**config.mk**
```make
export PLATFORM = sky130hd
export DESIGN_NAME = ca_scroll_engine
export DESIGN_NICKNAME = d
export VERILOG_FILES = /design/src/rtl/ca_scroll_engine.sv
export SDC_FILE = /design/constraint.sdc
export NUM_CORES = 1
export LEC_CHECK = 0
export ABC_CLOCK_PERIOD_IN_PS = 2250
export BUFFER_PORTS_ARGS = -buffer_cell sky130_fd_sc_hd__buf_2
export CAP_MARGIN = 5
export CELL_PAD_IN_SITES_DETAIL_PLACEMENT = 1
export CELL_PAD_IN_SITES_GLOBAL_PLACEMENT = 1
export CORE_AREA = 2 2 206 208
export DETAILED_ROUTE_END_ITERATION = 10
export DIE_AREA = 0 0 208 210
export PLACE_DENSITY_LB_ADDON = 0.1
export SLEW_MARGIN = 20
export SYNTH_ARGS = -nofsm -noshare
export SYNTH_HDL_FRONTEND = slang
export SYNTH_SLANG_ARGS = --single-unit
export TNS_END_PERCENT = 10
```
**constraint.sdc**
```tcl
create_clock -name clk -period 2.25 [get_ports clk]
set_clock_uncertainty 0.2 [all_clocks]
set_input_delay 0.3375 -clock clk [delete_from_list [all_inputs] [get_ports clk]]
set_output_delay 0.3375 -clock clk [all_outputs]
set_load 0.02 [all_outputs]
```
**src/rtl/ca_scroll_engine.sv**
```systemverilog
`default_nettype none
// ============================================================================
// Module   : ca_scroll_engine
// Brief    : 1-D elementary cellular automaton feeding a scrolling frame-buffer
//            ring. Define CA_WRAP_EN for a toroidal row (default: zero edges).
// Revision : 1.0 - initial release
// ============================================================================
module ca_scroll_engine #(
    parameter int CELLS  = 100,
    parameter int ROWS   = 100,
    parameter int ADDR_W = 7
) (
    input  logic              clk,
    input  logic              rst,
    input  logic              step,
    input  logic [7:0]        rule,
    input  logic              wr_ok,
    output logic              wr_en,
    output logic [ADDR_W-1:0] wr_addr,
    output logic [CELLS-1:0]  wr_data,
    output logic              init_rdy,
    output logic              busy,
    output logic [ADDR_W-1:0] top_row,
    output logic [15:0]       gen_count,
    output logic              ovf
);

    typedef enum logic [2:0] {
        S_CLEAR   = 3'd0,
        S_SEED    = 3'd1,
        S_IDLE    = 3'd2,
        S_COMPUTE = 3'd3,
        S_WRITE   = 3'd4
    } state_t;

    localparam logic [CELLS-1:0]  SEED_ROW = CELLS'(1) << (CELLS / 2);
    localparam logic [ADDR_W-1:0] LAST_ROW = ADDR_W'(ROWS - 1);
    localparam logic [ADDR_W-1:0] HEAD_INI = ADDR_W'((ROWS > 1) ? 1 : 0);

    state_t             state;
    logic [ADDR_W-1:0]  clr_cnt;
    logic [ADDR_W-1:0]  head;
    logic [ADDR_W-1:0]  head_inc;
    logic [CELLS-1:0]   row;
    logic [CELLS-1:0]   nxt;
    logic [CELLS-1:0]   nxt_c;
    logic [CELLS+1:0]   ext;
    logic               pending;

    // ext[i], ext[i+1], ext[i+2] are the L, C, R neighbours of cell i
    always_comb begin
`ifdef CA_WRAP_EN
        ext = {row[0], row, row[CELLS-1]};
`else
        ext = {1'b0, row, 1'b0};
`endif
        nxt_c = '0;
        for (int i = 0; i < CELLS; i++) begin
            nxt_c[i] = rule[{ext[i], ext[i+1], ext[i+2]}];
        end
    end

    assign head_inc = (head == LAST_ROW) ? '0 : head + 1'b1;

    always_ff @(posedge clk) begin
        if (rst) begin
            state     <= S_CLEAR;
            clr_cnt   <= '0;
            head      <= '0;
            gen_count <= '0;
            pending   <= 1'b0;
            ovf       <= 1'b0;
            init_rdy  <= 1'b0;
            row       <= '0;
            nxt       <= '0;
        end else begin
            case (state)
                S_CLEAR: begin
                    clr_cnt <= clr_cnt + 1'b1;
                    if (clr_cnt == LAST_ROW) state <= S_SEED;
                end
                S_SEED: begin
                    row      <= SEED_ROW;
                    head     <= HEAD_INI;
                    init_rdy <= 1'b1;
                    state    <= S_IDLE;
                end
                S_IDLE: begin
                    if (step) state <= S_COMPUTE;
                end
                S_COMPUTE: begin
                    nxt   <= nxt_c;
                    state <= S_WRITE;
                    if (step) begin
                        if (pending) ovf <= 1'b1;
                        else         pending <= 1'b1;
                    end
                end
                S_WRITE: begin
                    if (wr_ok) begin
                        row       <= nxt;
                        head      <= head_inc;
                        gen_count <= gen_count + 16'd1;
                        // a step on the completion cycle is consumed as the pending request
                        if (pending) begin
                            pending <= 1'b0;
                            state   <= S_COMPUTE;
                            if (step) ovf <= 1'b1;
                        end else if (step) begin
                            state <= S_COMPUTE;
                        end else begin
                            state <= S_IDLE;
                        end
                    end else if (step) begin
                        if (pending) ovf <= 1'b1;
                        else         pending <= 1'b1;
                    end
                end
                default: state <= S_CLEAR;
            endcase
        end
    end

    assign wr_en = !rst && ((state == S_CLEAR) || (state == S_SEED) ||
                            ((state == S_WRITE) && wr_ok));
    assign busy    = !rst && (state != S_IDLE);
    assign top_row = head;

    always_comb begin
        wr_addr = '0;
        wr_data = '0;
        if (!rst) begin
            case (state)
                S_CLEAR: wr_addr = clr_cnt;
                S_SEED:  wr_data = SEED_ROW;
                S_WRITE: begin
                    wr_addr = head;
                    wr_data = nxt;
                end
                default: wr_addr = head;
            endcase
        end
    end

endmodule
`default_nettype wire

```
==> key figures <==
Run status
  – Status: complete, but fails checks
  – Failing checks: setup timing

Worst setup path
  – Slowest Stage Delay on Critical Path: 0.42 ns
  – Worst EP arrival: between 2 and 2.5 ns
  – CP Max Fanout: 33
  – Critical setup path kind: reg2out
  – CP max stage cell: or3b_4
  – Critical-path cell list: or3b_4 > nor2_4 > buf_12 > buf_16 > and2_1 > buf_6
  – Crit path capture type: primary output
  – Origin of the critical flop-to-flop path: state[2]
  – Worst Reg2Reg Path Length in Cells: 6
  – Reg2reg setup slack: 0.18 ns
  – R2R Path End: clr_cnt[4]
  – Data required, critical path: 1.71 ns
  – Critical path launch point type: flop

Die
  – Die width: 208 um
  – Initial core utilization: 38.7%
  – IO Count: 146
  – Die extent in y: 210 um
  – # rows: 75
  – Area of the core: 0.0415 mm^2
  – Die footprint: 0.0437 mm^2

Clocking
  – TritonCTS clock tree: yes
  – CTS buffer count: 30
  – CTS max path bufs: 3
  – Total clock sinks: approximately 240
  – H-Tree Depth: 1
  – Worst-Skew Late Latency: ~0.58 ns
  – CTS clock-pin slew for the worst setup and hold paths: 0.06 ns
  – Clock Root Buffer: clkbuf_16

Yosys
  – Post-synthesis async set-or-reset flop share: 0%
  – Post-Syn Area: 0.0161 mm^2
  – Syn Nets: roughly 1800
  – Cells after Synth: 1776
  – EDFF count, synth: 0
  – Predominant post-synthesis flop cell: dfxtp_1
  – Syn Area/Cell: 9.04 um^2
  – Flops & latches, synth: between 200 and 250
  – Sequential share of the synthesized area: between 20 and 30%
  – Syn. warnings: 0
  – Post-synth cell types: 58

Min path
  – Worst hold stages: 3
  – Hold Startpoint: rst
  – HP Class: in2reg
  – WHS Endpoint: top_row[5]

Timing
  – Achievable frequency: 375 MHz
  – Slew headroom: 64.5%
  – Setup ws final: -0.416 ns
  – Unrepaired setup endpoints after global routing: true
  – Worst slew pin tran: approximately 0.53 ns
  – Hold Violations, Final: 0
  – Endpoints failing setup: 107
  – Final min period: between 2 and 3 ns
  – Max-slew violation count: 0
  – Fin crit share: 118%

Place
  – Final HPWL DP: 31600 um
  – Area after DPL: about 0.017 mm^2
  – Final Wtd Congestion: between 0.7 and 0.8
  – Port Buffers: 145

Routing
  – Antenna-violating nets left: 0
  – Total wire length: roughly 52000 um
  – Post-DR wirelength/cell: 22.3 um
  – Remaining DRCs: 0
  – DRT iter0 DRCs: 788
  – Drt first pass iters: 4
  – Vias: around 14000
  – Via density: 5.98

Power and ir drop
  – Peak VDD IR: 0.451 mV
  – Pwr Total: 10.1 mW
  – Static Leak: between 6 and 7 nW
  – Pwr/cell area: 517 mW/mm^2

Cells and area
  – Fillers: 4606
  – Final #Nets: 1787
  – Share of layout cells above drive strength 1: 29.0%
  – Most common cell after layout, fill and taps aside: dfxtp_1
  – Finished Core Util: 46.9%
  – Commonest non-fill, non-tap cells in the layout: dfxtp_1, mux2i_1, nand2_1
  – Synthesis-to-finish area growth: 21.2%
  – Fin area: a little under 0.02 mm^2
  – Antenna cells: 0

Global routing
  – Total global-route track usage: 23.5%
  – Initial antenna violation count: 0
  – Pin count of the biggest net entering global routing: 95
  – Global-route wire length before repair: 83600 um
  – Vias in the first global route: 14400
  – GR Overflow Total: 0

Flow run
  – Maxcap violations: 0
[final cells by class]
cell class | count | area [um^2] | share of cell area (%)
tap | 539 | 674 | 3.46
clock buffer | 49 | 912 | 4.69
inverter | 3 | 11.3 | 0.0578
clock inverter | 6 | 116 | 0.598
multi-input combinational | 1257 | 10400 | 53.3
sequential | 236 | 4730 | 24.3
timing repair buffer | 244 | 2650 | 13.6
[critical path: cells and delay by family (launching register included)]
kind,cells,cell delay [ns]
and+or+nand+nor,3,0.74
DFF,1,0.33
buffers and inverters,3,0.44
[state kept, by name (all words and copies together), names as in the netlist]
register	cells
init_rdy	1
pending	1
top_row	7
state	3
row	100
nxt	100
ovf	1
gen_count	16
clr_cnt	7
[routing by layer]
| metal | vias to the layer above | GRT usage, % | share of wire (%) | wire [um] |
|---|---|---|---|---|
| li1 | 6414 | - | - | - |
| met1 | 7206 | 32.7 | 47 | 24300 |
| met2 | 284 | 39.3 | 48 | 25000 |
| met3 | 57 | 2.18 | 3.3 | 1740 |
| met4 | 0 | 6.19 | 2.0 | 1050 |
| met5 | - | 0 | 0 | 0 |
[worst max-delay path by stage]
stage                   from     endpoint  depth (start not counted)
detailed placement  state[2]  wr_data[23]                          5
global route        state[1]  wr_data[33]                          6
finish              state[1]  wr_data[33]                          6
floorplan           state[1]  wr_data[53]                          6
CTS                 state[1]  wr_data[23]                          6
global placement    state[2]  wr_data[35]                          5
[repair_timing]
action	CTS	global route
setup buffers	4	0
pin swaps	7	16
hold endpoints to repair	7	0
setup endpoints to repair	108	114
cloned	4	0
hold buffers	3	0
resized for setup	238	39
[Yosys cell counts (3+ instances only)]
cell / n / area share [%]
buf_1: 16 / 0.37
or2_2: 3 / 0.12
or4_1: 4 / 0.19
nand3b_1: 34 / 1.6
nand2b_1: 7 / 0.27
buf_4: 10 / 0.47
ha_1: 3 / 0.23
inv_1: 3 / 0.070
nand4_1: 26 / 1.0
nor2_1: 124 / 2.9
a31oi_1: 6 / 0.23
xor2_1: 9 / 0.49
a2111oi_0: 10 / 0.55
a22oi_1: 21 / 0.98
nand2_1: 152 / 3.6
xnor2_1: 10 / 0.55
o211ai_1: 3 / 0.14
a21oi_1: 148 / 4.6
mux2i_1: 159 / 9.9
o21ai_0: 5 / 0.16
and4_1: 3 / 0.16
mux4_2: 146 / 20
clkbuf_1: 202 / 4.7
nor3b_1: 3 / 0.14
nor2b_1: 38 / 1.5
nor3_1: 7 / 0.22
clkbuf_2: 3 / 0.093
a211oi_1: 69 / 3.2
nor4b_1: 3 / 0.16
buf_2: 48 / 1.5
nand3_1: 129 / 4.0
and3_1: 3 / 0.12
or3_1: 3 / 0.12
a31o_2: 3 / 0.16
and2_1: 99 / 3.9
dfxtp_1: 236 / 29
[report_power, final]
part | internal [mW] | switching [mW] | total (mW)
clock network | 3.09 | 1.96 | 5.04
logic | 0.361 | 0.468 | 0.829
registers | 4.18 | 0.00598 | 4.19
[through the flow]
stage	cells	hold slack, ns	TNS (ns)	worst slack [ns]
after floorplan	1776	0.245	0	0.0829
after global placement	2269	0.261	0	0.159
after detailed placement	2269	0.266	0	0.0872
after CTS	2334	0.0694	-39.17	-0.421
after global routing	2334	0.0854	-45.94	-0.498
final	2334	0.0949	-37.71	-0.416
[cells by family after synthesis]
| family | count (synthesis) | synth area share [%] |
|---|---|---|
| AOI/OAI and AO/OA | 277 | 10.7 |
| DFF | 236 | 29.4 |
| and+or+nand+nor | 652 | 20.9 |
| buffers and inverters | 283 | 7.29 |
| xor gates and xnor gates | 19 | 1.04 |
| muxes | 306 | 30.5 |
| adders and majority gates | 3 | 0.234 |
No activity file was read; power rests on OpenSTA's default activity.
